$ cat src/rtl/pcma_lock_ctrl_if.sv
// Handshake bundle between the PCMA frame sequencer and its surroundings:
// run/strobe/verdict inputs and clear/start/mode/lock/status outputs.
interface pcma_lock_ctrl_if;
  logic       enable_i;
  logic       sym_val_i;
  logic       calc_val_i;
  logic       calc_lock_i;
  logic       hist_clear_o;
  logic       calc_start_o;
  logic [2:0] mode_o;
  logic       lock_o;
  logic       lock_change_o;
  logic       timeout_err_o;
  logic [2:0] state_o;

  modport slave (
    input  enable_i, sym_val_i, calc_val_i, calc_lock_i,
    output hist_clear_o, calc_start_o, mode_o, lock_o, lock_change_o,
           timeout_err_o, state_o
  );

  modport master (
    output enable_i, sym_val_i, calc_val_i, calc_lock_i,
    input  hist_clear_o, calc_start_o, mode_o, lock_o, lock_change_o,
           timeout_err_o, state_o
  );
endinterface

$ cat src/rtl/pcma_lock_ctrl.sv
// PCMA lock controller: per-frame histogram clear/accumulate/start sequencing,
// verdict wait with timeout, lock hysteresis and FM4/FM8 mode hunting.
module pcma_lock_ctrl #(
  parameter int         FRAME_LEN    = 4096,
  parameter int         FRAME_W      = 13,
  parameter int         LOCK_CNT     = 3,
  parameter int         UNLOCK_CNT   = 4,
  parameter int         SWITCH_FAILS = 2,
  parameter int         CNT_W        = 3,
  parameter int         TIMEOUT      = 16,
  parameter int         TO_W         = 5,
  parameter logic [2:0] START_MODE   = 3'b001
) (
  input  logic              clk,
  input  logic              reset,
  pcma_lock_ctrl_if.slave   bus
);

  localparam logic [2:0]         MODE_FM4   = 3'b001;
  localparam logic [2:0]         MODE_FM8   = 3'b010;
  localparam logic [CNT_W-1:0]   CNT_MAX    = '1;
  localparam logic [FRAME_W-1:0] FRAME_LAST = FRAME_W'(FRAME_LEN - 1);
  localparam logic [TO_W-1:0]    TO_LAST    = TO_W'(TIMEOUT - 1);
  localparam logic [CNT_W:0]     LOCK_TH    = (CNT_W+1)'(LOCK_CNT);
  localparam logic [CNT_W:0]     UNLOCK_TH  = (CNT_W+1)'(UNLOCK_CNT);
  localparam logic [CNT_W:0]     SWITCH_TH  = (CNT_W+1)'(SWITCH_FAILS);

  typedef enum logic [2:0] {
    ST_IDLE   = 3'd0,
    ST_CLEAR  = 3'd1,
    ST_ACCUM  = 3'd2,
    ST_START  = 3'd3,
    ST_WAIT   = 3'd4,
    ST_DECIDE = 3'd5
  } state_e;

  state_e             state_q, state_d;
  logic [FRAME_W-1:0] frame_q, frame_d;
  logic [TO_W-1:0]    to_q, to_d;
  logic [CNT_W-1:0]   pass_q, pass_d;
  logic [CNT_W-1:0]   fail_q, fail_d;
  logic               result_q, result_d;
  logic               lock_q, lock_d;
  logic [2:0]         mode_q, mode_d;
  logic               clear_q, clear_d;
  logic               start_q, start_d;
  logic               chg_q, chg_d;
  logic               err_q, err_d;
  logic [CNT_W:0]     pass_nxt, fail_nxt;

  function automatic logic [CNT_W-1:0] sat_inc(input logic [CNT_W-1:0] c);
    return (c == CNT_MAX) ? c : c + CNT_W'(1);
  endfunction

  function automatic logic [2:0] toggle_mode(input logic [2:0] m);
    return (m == MODE_FM4) ? MODE_FM8 : MODE_FM4;
  endfunction

  // Unsaturated next streak lengths, one bit wider so thresholds compare cleanly
  assign pass_nxt = {1'b0, pass_q} + (CNT_W+1)'(1);
  assign fail_nxt = {1'b0, fail_q} + (CNT_W+1)'(1);

  always_comb begin
    state_d  = state_q;
    frame_d  = frame_q;
    to_d     = to_q;
    pass_d   = pass_q;
    fail_d   = fail_q;
    result_d = result_q;
    lock_d   = lock_q;
    mode_d   = mode_q;
    chg_d    = 1'b0;
    err_d    = 1'b0;

    if (!bus.enable_i && (state_q != ST_IDLE)) begin
      // Abort: drop lock, keep the hunted mode for the next run
      state_d  = ST_IDLE;
      frame_d  = '0;
      to_d     = '0;
      pass_d   = '0;
      fail_d   = '0;
      result_d = 1'b0;
      lock_d   = 1'b0;
      chg_d    = lock_q;
    end else begin
      case (state_q)
        ST_IDLE: begin
          if (bus.enable_i) state_d = ST_CLEAR;
        end
        ST_CLEAR: begin
          frame_d = '0;
          state_d = ST_ACCUM;
        end
        ST_ACCUM: begin
          if (bus.sym_val_i) begin
            frame_d = frame_q + FRAME_W'(1);
            if (frame_q == FRAME_LAST) state_d = ST_START;
          end
        end
        ST_START: begin
          to_d    = '0;
          state_d = ST_WAIT;
        end
        ST_WAIT: begin
          if (bus.calc_val_i) begin
            result_d = bus.calc_lock_i;
            state_d  = ST_DECIDE;
          end else if (to_q == TO_LAST) begin
            result_d = 1'b0;
            err_d    = 1'b1;
            state_d  = ST_DECIDE;
          end else begin
            to_d = to_q + TO_W'(1);
          end
        end
        ST_DECIDE: begin
          if (result_q) begin
            fail_d = '0;
            pass_d = sat_inc(pass_q);
            if (!lock_q && (pass_nxt >= LOCK_TH)) begin
              lock_d = 1'b1;
              chg_d  = 1'b1;
            end
          end else begin
            pass_d = '0;
            fail_d = sat_inc(fail_q);
            if (lock_q) begin
              if (fail_nxt >= UNLOCK_TH) begin
                lock_d = 1'b0;
                chg_d  = 1'b1;
                fail_d = '0;
              end
            end else if (fail_nxt >= SWITCH_TH) begin
              mode_d = toggle_mode(mode_q);
              fail_d = '0;
            end
          end
          state_d = ST_CLEAR;
        end
        default: state_d = ST_IDLE;
      endcase
    end

    // Pulses are registered so they line up with the state they belong to
    clear_d = (state_d == ST_CLEAR);
    start_d = (state_d == ST_START);
  end

  always_ff @(posedge clk or posedge reset) begin
    if (reset) begin
      state_q  <= ST_IDLE;
      frame_q  <= '0;
      to_q     <= '0;
      pass_q   <= '0;
      fail_q   <= '0;
      result_q <= 1'b0;
      lock_q   <= 1'b0;
      mode_q   <= START_MODE;
      clear_q  <= 1'b0;
      start_q  <= 1'b0;
      chg_q    <= 1'b0;
      err_q    <= 1'b0;
    end else begin
      state_q  <= state_d;
      frame_q  <= frame_d;
      to_q     <= to_d;
      pass_q   <= pass_d;
      fail_q   <= fail_d;
      result_q <= result_d;
      lock_q   <= lock_d;
      mode_q   <= mode_d;
      clear_q  <= clear_d;
      start_q  <= start_d;
      chg_q    <= chg_d;
      err_q    <= err_d;
    end
  end

  assign bus.hist_clear_o  = clear_q;
  assign bus.calc_start_o  = start_q;
  assign bus.mode_o        = mode_q;
  assign bus.lock_o        = lock_q;
  assign bus.lock_change_o = chg_q;
  assign bus.timeout_err_o = err_q;
  assign bus.state_o       = state_q;

endmodule
$ cat src/flat_wrapper.sv
// flat-port wrapper written by rule: the top's interface ports become plain ports
module pcma_lock_ctrl_flat 
#(
  parameter int         FRAME_LEN    = 4096,
  parameter int         FRAME_W      = 13,
  parameter int         LOCK_CNT     = 3,
  parameter int         UNLOCK_CNT   = 4,
  parameter int         SWITCH_FAILS = 2,
  parameter int         CNT_W        = 3,
  parameter int         TIMEOUT      = 16,
  parameter int         TO_W         = 5,
  parameter logic [2:0] START_MODE   = 3'b001
)
  (clk, reset, bus_enable_i, bus_sym_val_i, bus_calc_val_i, bus_calc_lock_i, bus_hist_clear_o, bus_calc_start_o, bus_mode_o, bus_lock_o, bus_lock_change_o, bus_timeout_err_o, bus_state_o);
  pcma_lock_ctrl_if bus_i ();
  input  logic clk;
  input  logic reset;
  input wire logic [$bits(bus_i.enable_i)-1:0] bus_enable_i;
  input wire logic [$bits(bus_i.sym_val_i)-1:0] bus_sym_val_i;
  input wire logic [$bits(bus_i.calc_val_i)-1:0] bus_calc_val_i;
  input wire logic [$bits(bus_i.calc_lock_i)-1:0] bus_calc_lock_i;
  output wire logic [$bits(bus_i.hist_clear_o)-1:0] bus_hist_clear_o;
  output wire logic [$bits(bus_i.calc_start_o)-1:0] bus_calc_start_o;
  output wire logic [$bits(bus_i.mode_o)-1:0] bus_mode_o;
  output wire logic [$bits(bus_i.lock_o)-1:0] bus_lock_o;
  output wire logic [$bits(bus_i.lock_change_o)-1:0] bus_lock_change_o;
  output wire logic [$bits(bus_i.timeout_err_o)-1:0] bus_timeout_err_o;
  output wire logic [$bits(bus_i.state_o)-1:0] bus_state_o;
  assign bus_i.enable_i = bus_enable_i;
  assign bus_i.sym_val_i = bus_sym_val_i;
  assign bus_i.calc_val_i = bus_calc_val_i;
  assign bus_i.calc_lock_i = bus_calc_lock_i;
  assign bus_hist_clear_o = bus_i.hist_clear_o;
  assign bus_calc_start_o = bus_i.calc_start_o;
  assign bus_mode_o = bus_i.mode_o;
  assign bus_lock_o = bus_i.lock_o;
  assign bus_lock_change_o = bus_i.lock_change_o;
  assign bus_timeout_err_o = bus_i.timeout_err_o;
  assign bus_state_o = bus_i.state_o;
  pcma_lock_ctrl #(.FRAME_LEN(FRAME_LEN), .FRAME_W(FRAME_W), .LOCK_CNT(LOCK_CNT), .UNLOCK_CNT(UNLOCK_CNT), .SWITCH_FAILS(SWITCH_FAILS), .CNT_W(CNT_W), .TIMEOUT(TIMEOUT), .TO_W(TO_W), .START_MODE(START_MODE)) u_core (.clk(clk), .reset(reset), .bus(bus_i));
endmodule
$ cat config.mk
export PLATFORM = sky130hd
export DESIGN_NAME = pcma_lock_ctrl_flat
export DESIGN_NICKNAME = d
export VERILOG_FILES = /design/src/rtl/pcma_lock_ctrl_if.sv /design/src/rtl/pcma_lock_ctrl.sv /design/src/flat_wrapper.sv
export SDC_FILE = /design/constraint.sdc
export NUM_CORES = 1
export LEC_CHECK = 0
export CAP_MARGIN = 20
export CORE_UTILIZATION = 45
export CTS_BUF_LIST = sky130_fd_sc_hd__clkbuf_8
export DETAILED_ROUTE_END_ITERATION = 10
export PLACE_DENSITY = 0.7
export SLEW_MARGIN = 20
export SYNTH_ARGS = -nofsm -noshare
export SYNTH_HDL_FRONTEND = slang
export SYNTH_SLANG_ARGS = --single-unit
$ cat constraint.sdc
create_clock -name clk -period 5.2 [get_ports clk]
set_input_delay 0.78 -clock clk [delete_from_list [all_inputs] [get_ports clk]]
set_output_delay 0.78 -clock clk [all_outputs]
set_load 0.1 [all_outputs]
==> metrics.csv, run 1 <==
stage,metric,value,unit
run_status,status,finished clean,
sta,skew,0.006310,ns
cts,clkSinkCount,35,
logic_synthesis,avgSynthCellArea,9.505,µm²
floorplanning,initial_core_util,47.26,%
floorplanning,die_y,69.86,µm
logic_synthesis,syn_area,0.002072,mm²
logic_synthesis,ys_ff_latch,35,
worst_setup_path,path_delay_family,buffers and inverters,
detailed_routing,wl_per_cell,14.48,µm
floorplanning,fp-row-count,24,
cts,cts_max_level,2,
logic_synthesis,synth_edf_count,0,
cells_and_area,layout_commonest_cell,dfrtp_1,
cts,clk_latency,0.29,ns
global_route,grt_pass1_vias,1534,
power_and_ir_drop,p_leak,1.055,nW
worst_setup_path,required,4.42,ns
sta,setup_violations,0,
detailed_routing,routed_wl,4070,µm
detailed_routing,drtAntennaViolNets,0,
logic_synthesis,synth_area_leaders,"dfrtp_1, ha_1, o21ai_0",
sta,hold_viol,0,
min_path,hold-path-endpoint,u_core.frame_q[6],
cells_and_area,final_cells,281,
worst_setup_path,timing.rr.start,u_core.bus.state_o[0],
sta,maxSlewViolCount,0,
cts,root_buffer,clkbuf_8,
floorplanning,fp.dieW,69.86,µm
flow_run,drv_cap,0,
worst_setup_path,critical_path.cell_chain,clkdlybuf4s50_1,
power_and_ir_drop,p_per_area,382.1,mW/mm²
worst_setup_path,worstSetupEndpointType,output port,
global_route,grt_max_degree,36,
cts,cts_tree,built,
cells_and_area,drive_gt1_share,8.297,%
placed_design,pre_cts_ws,2.324,ns
floorplanning,ioPinCount,17,
placed_design,place_hpwl,2810,µm
worst_setup_path,critPathBufInv,1,
floorplanning,coreArea,0.004384,mm²
cells_and_area,n_antenna_cell,0,
min_path,hold_path_class,reg2reg,
logic_synthesis,synth-main-ff-cell,dfrtp_1,
global_route,overflow,0,
power_and_ir_drop,peakVddDrop,0.2609,mV
detailed_routing,drc_errors,0,
placed_design,routabilityCongestion,0.8175,
worst_setup_path,cp-start-kind,flop,
worst_setup_path,critPathArrivalTime,2.27,ns
cts,cts-resized-gates,0,
cells_and_area,final_nets,244,
logic_synthesis,synth_top_cell_area_share,41.06,%
sta,timing.hold.ws,0.4766,ns
detailed_routing,dr_total_vias,1652,
floorplanning,dieArea,0.004880,mm²
sta,fin_crit_sh,58.63,%
logic_synthesis,ys_types,56,
cts,path_clk_slew,0.07,ns
cts,cts_setup_buffers,0,
logic_synthesis,yosysWarningCount,0,
sta,fin_tns_setup,0,ns
power_and_ir_drop,p_total,0.8932,mW
placed_design,io_buffer_count,15,
cts,clockBufferDepth,2,
logic_synthesis,syn_inst,218,
worst_setup_path,slowest_stage,clkdlybuf4s50_1,
global_route,grt_usage,18.46,%
worst_setup_path,r2r_cells,4,
sta,slew_headroom,35.18,%
logic_synthesis,ys_seq_area_share,42.33,%
placed_design,dp_cells,273,
logic_synthesis,synth_top_area_cell,dfrtp_1,
cells_and_area,final_cell_mix,"dfrtp_1, nand2_1, o21ai_0",
cts,cts_made_buffers,5,
global_route,grt_pass1_wl,7155,µm
logic_synthesis,async_reset_ff_share,100.0,%
cells_and_area,syn_to_final_growth,12.80,%
detailed_routing,dr.pass1.iters,4,
detailed_routing,viasPerCell,5.879,
sta,worst_pin_slew,0.9692,ns
min_path,holdPathStages,1,
min_path,holdCritStartpoint,u_core.frame_q[6],
worst_setup_path,r2r_slack,3.05,ns
sta,setup_ws,2.151,ns
cts,cts_hold_buf,0,
sta,fmax,0.3280,GHz
worst_setup_path,path_class,reg2out,
worst_setup_path,r2r-end,u_core.frame_q[4],
logic_synthesis,syn_nets,234,
worst_setup_path,critPathMaxFanout,19,
worst_setup_path,max_stage_delay,1.25,ns
global_route,antenna_found_initial,0,
sta,rsz0062_at_grt,no,
detailed_routing,drt_iter0_drc,169,
sta,min_period,3.049,ns
## state kept, by name, summed over array words and instances, names as in the netlist
register / flops
u_core.bus.calc_start_o: 1
u_core.bus.hist_clear_o: 1
u_core.bus.lock_change_o: 1
u_core.bus.lock_o: 1
u_core.bus.mode_o: 2
u_core.bus.state_o: 3
u_core.bus.timeout_err_o: 1
u_core.fail_q: 3
u_core.frame_q: 13
u_core.pass_q: 3
u_core.result_q: 1
u_core.to_q: 5
## Yosys cell counts, drive strengths merged (2+ instances only)
master	number
a21o	2
a21oi	11
a221oi	2
a31o	2
a31oi	4
a32o	2
and2	3
and3	4
and3b	2
and4	3
buf	9
clkbuf	4
dfrtp	34
ha	10
inv	13
nand2	20
nand3	8
nand3b	3
nand4	7
nand4b	2
nor2	9
nor2b	3
nor3	5
o211ai	4
o21ai	18
o2bb2ai	3
o31ai	5
o32ai	2
or3	2
or4	3
xnor2	2
## metrics by stage
step,cell area [µm²],util (%)
2_1_floorplan,2072,-
3_3_place_gp,2220,50.63
3_5_place_dp,2220,50.63
4_1_cts,2337,53.31
5_1_grt,2337,53.31
6_report,2337,53.31
## cell families after synthesis
group,count (synthesis),share of synthesized area [%]
buf+inv,26,5.978
flops,35,42.33
mux,2,1.208
other cells,1,0.1810
simple gates,80,23.37
fa+ha+maj,10,6.039
xor+xnor,3,1.268
compound gates,61,19.63
## routing by layer
layer  global-route usage, %  up-vias  share of wire, %  routed length, µm
li1                        -      825                 -                  -
met1                   25.51      799                49               2014
met2                   27.99       22                46               1859
met3                   4.329        6               3.1                125
met4                   7.333        0               1.7                 70
met5                       0        -                 0                  0
## power breakdown
| group | leakage, nW | switching (mW) | internal (mW) | total (mW) |
|---|---|---|---|---|
| sequential | 0.479 | 0.0444 | 0.296 | 0.340 |
| combinational | 0.514 | 0.202 | 0.0960 | 0.298 |
| clock | 0.0612 | 0.100 | 0.155 | 0.255 |
## how the worst max path moves through the flow
| stage | startpoint | to | slack (ns) | cells after the start |
|---|---|---|---|---|
| 6_report | u_core.bus.state_o[2] | bus_state_o[2] | 2.15 | 1 |
| 5_1_grt | u_core.bus.state_o[2] | bus_state_o[2] | 2.09 | 1 |
| 4_1_cts | u_core.bus.state_o[2] | bus_state_o[2] | 2.15 | 1 |
| 3_5_place_dp | bus_enable_i | u_core.frame_q[11] | 2.32 | 5 |
| 3_3_place_gp | bus_enable_i | u_core.frame_q[4] | 2.35 | 5 |
| 2_1_floorplan | u_core.bus.state_o[0] | u_core.bus.mode_o[1] | 2.93 | 4 |
## layout make-up
class	count	area, µm²
flip-flops and latches	35	877.1
fillers	385	2047
repair buffers	16	157.7
clock inverters	2	35.03
well taps	52	65.06
multi-input cells	157	1071
clock buffers	6	82.58
inverters	13	48.80
(Power assumes the default switching activity.)
==> run 2, diff against run 1 <==
--- a/config.mk
+++ b/config.mk
@@ -9,7 +9,7 @@
 export CORE_UTILIZATION = 45
 export CTS_BUF_LIST = sky130_fd_sc_hd__clkbuf_8
 export DETAILED_ROUTE_END_ITERATION = 10
-export PLACE_DENSITY = 0.7
+export PLACE_DENSITY = 0.73
 export SLEW_MARGIN = 20
 export SYNTH_ARGS = -nofsm -noshare
 export SYNTH_HDL_FRONTEND = slang
==> constraint.sdc (replaced) <==
create_clock -name clk -period 2.6 [get_ports clk]
set_input_delay 0.39 -clock clk [delete_from_list [all_inputs] [get_ports clk]]
set_output_delay 0.39 -clock clk [all_outputs]
set_load 0.1 [all_outputs]
==> run 2 against run 1 <==
Against the previous run:
- design area fell by 1.4%
- worst hold slack worse by 0.00082 ns
- highest routed layer unchanged
- wire length is 0.34% lower
- clock-buffer cell count decreased by 1
- utilization is 0.74 points lower
- total power increased by 86%
- clock power is 40% higher
- sequential power grew 100%
- clock skew down 0.0014 ns
- via count increased by 1.2%
- critical endpoint is now u_core.bus.mode_o[1]
- cell count up 1.1%
==> metrics.csv, run 2 (synthesis results as in run 1) <==
stage,metric,value,unit,change
run_status,status,finished clean,,
cells_and_area,largest_reg_flops,13,,unchanged
detailed_routing,drt_iter0_drc,96,,-43%
detailed_routing,viasPerCell,5.887,,+0.14%
cts,root_buffer,clkbuf_8,,
global_route,grt_usage,18.16,%,-0.30 points
floorplanning,dieArea,0.004880,mm²,unchanged
detailed_routing,wl_per_cell,14.28,µm,-1.4%
sta,min_period,2.101,ns,
cts,clkSinkCount,35,,unchanged
detailed_routing,dr.pass1.iters,4,,unchanged
cells_and_area,layout_commonest_cell,dfrtp_1,,
placed_design,routabilityCongestion,0.8579,,+4.9%
detailed_routing,drtAntennaViolNets,0,,unchanged
cells_and_area,final_cell_mix,"dfrtp_1, nand2_1, o21ai_0",,
detailed_routing,dr_total_vias,1672,,+1.2%
sta,maxSlewViolCount,0,,unchanged
sta,slew_headroom,59.88,%,+25 points
sta,fmax,0.4759,GHz,
sta,hold_viol,0,,unchanged
placed_design,dp_cells,278,,+1.8%
worst_setup_path,required,2.77,ns,-1.65 ns
worst_setup_path,critPathArrivalTime,2.27,ns,about the same
cells_and_area,drive_gt1_share,13.36,%,+5.1 points
sta,fin_tns_setup,0,ns,unchanged
worst_setup_path,critPathMaxFanout,5,,-14
global_route,grt_pass1_wl,7120,µm,-0.49%
power_and_ir_drop,peakVddDrop,0.4638,mV,+78%
global_route,overflow,0,,unchanged
worst_setup_path,worstSetupEndpointType,flop,,
flow_run,drv_cap,0,,unchanged
cts,cts_made_buffers,5,,unchanged
cells_and_area,top_register,u_core.frame_q,,
floorplanning,fp.dieW,69.86,µm,unchanged
cells_and_area,final_cell_area,0.002305,mm²,-1.4%
power_and_ir_drop,p_total,1.662,mW,+86%
power_and_ir_drop,p_leak,1.075,nW,+1.9%
cts,clk_latency,0.28,ns,about the same
detailed_routing,drc_errors,0,,unchanged
cts,path_clk_slew,0.07,ns,about the same
cts,clockBufferDepth,2,,unchanged
power_and_ir_drop,p_per_area,721.3,mW/mm²,+89%
cells_and_area,n_antenna_cell,0,,unchanged
placed_design,dpl_cell_area,0.002232,mm²,+0.56%
sta,rsz0062_at_grt,no,,
global_route,grt_pass1_vias,1542,,+0.52%
floorplanning,fp-row-count,24,,unchanged
floorplanning,coreArea,0.004384,mm²,unchanged
cts,cts_hold_buf,0,,unchanged
sta,fin_crit_sh,80.81,%,
placed_design,io_buffer_count,15,,unchanged
worst_setup_path,cp-start-kind,flop,,
cts,cts-resized-gates,0,,unchanged
cts,cts_max_level,2,,unchanged
global_route,grt_max_degree,36,,unchanged
cts,cts_setup_buffers,0,,unchanged
cells_and_area,top_regs,"u_core.frame_q (13), u_core.to_q (5)",,
placed_design,place_hpwl,2874,µm,+2.3%
worst_setup_path,path_class,reg2reg,,
sta,skew,0.004927,ns,-0.001383 ns
min_path,hold_path_class,reg2reg,,
cells_and_area,final_nets,249,,+2.0%
sta,worst_pin_slew,0.6017,ns,-0.3675 ns
detailed_routing,routed_wl,4056,µm,-0.34%
cts,cts_tree,built,,
cells_and_area,final_cells,284,,+1.1%
floorplanning,ioPinCount,17,,unchanged
cells_and_area,syn_to_final_growth,11.23,%,
sta,setup_violations,0,,unchanged
global_route,antenna_found_initial,0,,unchanged
cells_and_area,fillers,400,,+3.9%
floorplanning,initial_core_util,47.26,%,unchanged
floorplanning,die_y,69.86,µm,unchanged
-- run 2: worst paths after layout --
path	from	to	slack [ns]	cells past startpoint
min in group asynchronous	reset	u_core.bus.mode_o[1]	0.52	3
max in group asynchronous	reset	u_core.bus.mode_o[0]	1.75	3
worst max-delay path	u_core.fail_q[0]	u_core.bus.mode_o[1]	0.50	7
worst max register to register	u_core.fail_q[0]	u_core.bus.mode_o[1]	0.50	7
worst min register to register	u_core.frame_q[6]	u_core.frame_q[6]	0.48	1
worst min-delay path	u_core.frame_q[6]	u_core.frame_q[6]	0.48	1
-- run 2: metrics by stage --
| stage | hold slack [ns] | utilization [%] | worst slack, ns |
|---|---|---|---|
| floorplan | 0.4370 | - | 0.3286 |
| global placement | 0.4559 | 50.91 | 0.5623 |
| CTS | 0.4748 | 52.57 | 0.5152 |
| finish | 0.4758 | 52.57 | 0.4988 |
| detailed placement | 0.4684 | 50.91 | 0.5017 |
| global route | 0.4931 | 52.57 | 0.4230 |
-- run 2: power by group --
group,internal (mW),leakage (nW),switching [mW]
sequential,0.591,0.479,0.0905
clock,0.174,0.0413,0.184
combinational,0.209,0.555,0.413
total,0.975,1.08,0.687
-- run 2: layout make-up --
type,count,area [µm²],share of cell area [%]
clock inverters,1,3.754,0.1629
flip-flops and latches,35,877.1,38.06
well taps,52,65.06,2.823
repair buffers,21,170.2,7.383
inverters,13,48.80,2.117
multi-input cells,157,1071,46.47
clock buffers,5,68.82,2.986
-- run 2: worst max-delay path: stages (launching register included) --
cell,delay (ns)
dfrtp_1,0.41
ha_1,0.20
inv_1,0.05
ha_1,0.30
nor2b_1,0.12
o31ai_1,0.13
or4_4,0.47
mux2_4,0.31
-- run 2: layer usage --
layer | routed length, µm | vias up | track usage [%]
li1 | - | 837 | -
met1 | 2025 | 807 | 25.56
met2 | 1865 | 25 | 27.56
met3 | 143 | 3 | 5.772
met4 | 22 | 0 | 3.778
met5 | 0 | - | 0
==> run 3, diff against run 2 <==
==> constraint.sdc (replaced) <==
create_clock -name clk -period 1.75 [get_ports clk]
set_input_delay 0.2625 -clock clk [delete_from_list [all_inputs] [get_ports clk]]
set_output_delay 0.2625 -clock clk [all_outputs]
set_load 0.1 [all_outputs]
==> run 3 against run 2 <==
Against the previous run:
- the flow now finishes with violations (setup timing)
- register-to-register slack worse by 0.66 ns
- worst hold slack worse by 0.10 ns
- sequential share of layout area down 6.1 points
- sequential cell count unchanged
- fmax up 10%
==> metrics.csv, run 3 (synthesis results as in run 1) <==
stage,metric,value,unit,change
sta,fmax,0.5237,GHz,+10%
sta,maxSlewViolCount,0,,unchanged
sta,skew,0.007781,ns,+0.002853 ns
global_route,grt_usage,21.38,%,+3.2 points
placed_design,dp_cells,312,,+12%
run_status,status,"complete, but fails checks",,
cells_and_area,final_cells,322,,+13%
worst_setup_path,r2r_slack,-0.16,ns,-0.66 ns
cells_and_area,finish.utilization,63.50,%,+11 points
run_status,violations,setup timing,,
cts,cts_tree,built,,
cells_and_area,largest_reg_flops,13,,unchanged
worst_setup_path,critPathMaxFanout,2,,-3
global_route,grt_max_degree,36,,unchanged
worst_setup_path,critPathArrivalTime,2.09,ns,-0.18 ns
cells_and_area,fillers,358,,-11%
sta,setup_violations,5,,+5
worst_setup_path,required,1.93,ns,-0.84 ns
worst_setup_path,cp-start-kind,flop,,
detailed_routing,dr.pass1.iters,4,,unchanged
detailed_routing,drtAntennaViolNets,0,,unchanged
power_and_ir_drop,p_total,2.959,mW,+78%
sta,fin_tns_setup,-0.4201,ns,-0.4201 ns
cells_and_area,top_register,u_core.frame_q,,
sta,timing.hold.ws,0.3750,ns,-0.1008 ns
cells_and_area,top_regs,"u_core.frame_q (13), u_core.to_q (5)",,
sta,fin_crit_sh,109.1,%,+28 points
placed_design,place_hpwl,3444,µm,+20%
global_route,grt_pass1_vias,1821,,+18%
cells_and_area,layout_commonest_cell,buf_4,,
worst_setup_path,worstSetupEndpointType,flop,,
cts,clkSinkCount,35,,unchanged
placed_design,dpl_cell_area,0.002604,mm²,+17%
cts,cts_max_level,2,,unchanged
placed_design,pre_cts_ws,-0.2367,ns,-0.7384 ns
cts,root_buffer,clkbuf_8,,
sta,setup_ws,-0.1595,ns,-0.6584 ns
min_path,hold_path_class,in2async,,
worst_setup_path,cp-endpoint,u_core.bus.mode_o[1],,
detailed_routing,dr_total_vias,1878,,+12%
cts,cts_made_buffers,5,,unchanged
global_route,antenna_found_initial,0,,unchanged
floorplanning,fp.dieW,69.86,µm,unchanged
power_and_ir_drop,p_per_area,1063,mW/mm²,+47%
floorplanning,initial_core_util,47.26,%,unchanged
worst_setup_path,timing.rr.start,u_core.fail_q[0],,
detailed_routing,drc_errors,0,,unchanged
power_and_ir_drop,peakVddDrop,0.5508,mV,+19%
cells_and_area,final_nets,285,,+14%
cells_and_area,final_cell_mix,"buf_4, dfrtp_1, nand2_1",,
worst_setup_path,r2r_cells,7,,unchanged
flow_run,drv_cap,0,,unchanged
cts,clk_latency,0.30,ns,+0.02 ns
cells_and_area,n_antenna_cell,0,,unchanged
global_route,overflow,0,,unchanged
detailed_routing,drt_iter0_drc,115,,+20%
floorplanning,ioPinCount,17,,unchanged
detailed_routing,routed_wl,4764,µm,+17%
floorplanning,dieArea,0.004880,mm²,unchanged
cts,path_clk_slew,0.07,ns,about the same
floorplanning,fp-row-count,24,,unchanged
power_and_ir_drop,p_leak,1.292,nW,+20%
cts,cts_hold_buf,0,,unchanged
worst_setup_path,crit_path_start,u_core.fail_q[0],,
floorplanning,die_y,69.86,µm,unchanged
sta,rsz0062_at_grt,yes,,
cts,clockBufferDepth,2,,unchanged
floorplanning,coreArea,0.004384,mm²,unchanged
cells_and_area,final_cell_area,0.002784,mm²,+21%
detailed_routing,wl_per_cell,14.80,µm,+3.6%
detailed_routing,viasPerCell,5.832,,-0.93%
global_route,grt_pass1_wl,8238,µm,+16%
sta,min_period,1.910,ns,-0.1916 ns
worst_setup_path,path_class,reg2reg,,
cells_and_area,syn_to_final_growth,34.36,%,
cells_and_area,drive_gt1_share,33.70,%,+20 points
worst_setup_path,r2r-end,u_core.bus.mode_o[1],,
placed_design,routabilityCongestion,0.8236,,-4.0%
placed_design,io_buffer_count,15,,unchanged
sta,hold_viol,0,,unchanged
[run 3: changes by cell type in the layout (fill, tap and decap cells not counted), moves of 3 or more]
cell	delta
dfrtp_1	-3
ha_1	-4
o21ai_0	-6
dfrtp_4	+3
buf_12	+6
o21ai_1	+5
clkinv_2	+3
buf_4	+29
[run 3: timing repair]
| item | in CTS | in global routing |
|---|---|---|
| setup endpoints to repair | 10 | 15 |
| resized for setup | 9 | 10 |
| pin swaps | 10 | 3 |
| gates cloned | 0 | 0 |
| setup buffers | 1 | 1 |
[run 3: worst min-delay path by stage]
stage / slack (ns) / depth (start not counted) / to / from
2_1_floorplan: 0.41 / 2 / u_core.result_q / bus_calc_val_i
3_3_place_gp: 0.46 / 1 / u_core.frame_q[6] / u_core.frame_q[6]
3_5_place_dp: 0.47 / 1 / u_core.frame_q[6] / u_core.frame_q[6]
4_1_cts: 0.39 / 3 / u_core.frame_q[3] / reset
5_1_grt: 0.42 / 3 / u_core.bus.lock_change_o / reset
6_report: 0.37 / 3 / u_core.bus.lock_change_o / reset
[run 3: power breakdown]
group          internal, mW  switching (mW)  total (mW)
clock                 0.272           0.302       0.574
sequential            0.892          0.0909       0.983
combinational         0.621           0.781        1.40
total                  1.78            1.17        2.96
[run 3: final cells by class]
class                           instances  area [µm²]  area share, %
Clock buffer                            5       68.82          2.472
Clock inverter                          3       15.01         0.5393
Inverter                               13       48.80          1.753
Multi-Input combinational cell        157        1179          42.34
Sequential cell                        35       888.4          31.91
Tap cell                               52       65.06          2.337
Timing Repair Buffer                   57       519.2          18.65
[run 3: critical path, stage by stage (launching register included)]
cell and delay (ns):
dfrtp_1 0.40, ha_2 0.21, inv_2 0.06, ha_4 0.20, nor2b_4 0.10, o31ai_2 0.07
or4_4 0.44, mux2_4 0.31
[run 3: routing by layer]
metal	part of all wire [%]	track usage [%]	up-vias
met4	2.2	10.22	0
met2	48	33.87	27
li1	-	-	909
met3	3.0	5.051	9
met5	0	0	-
met1	47	27.52	933
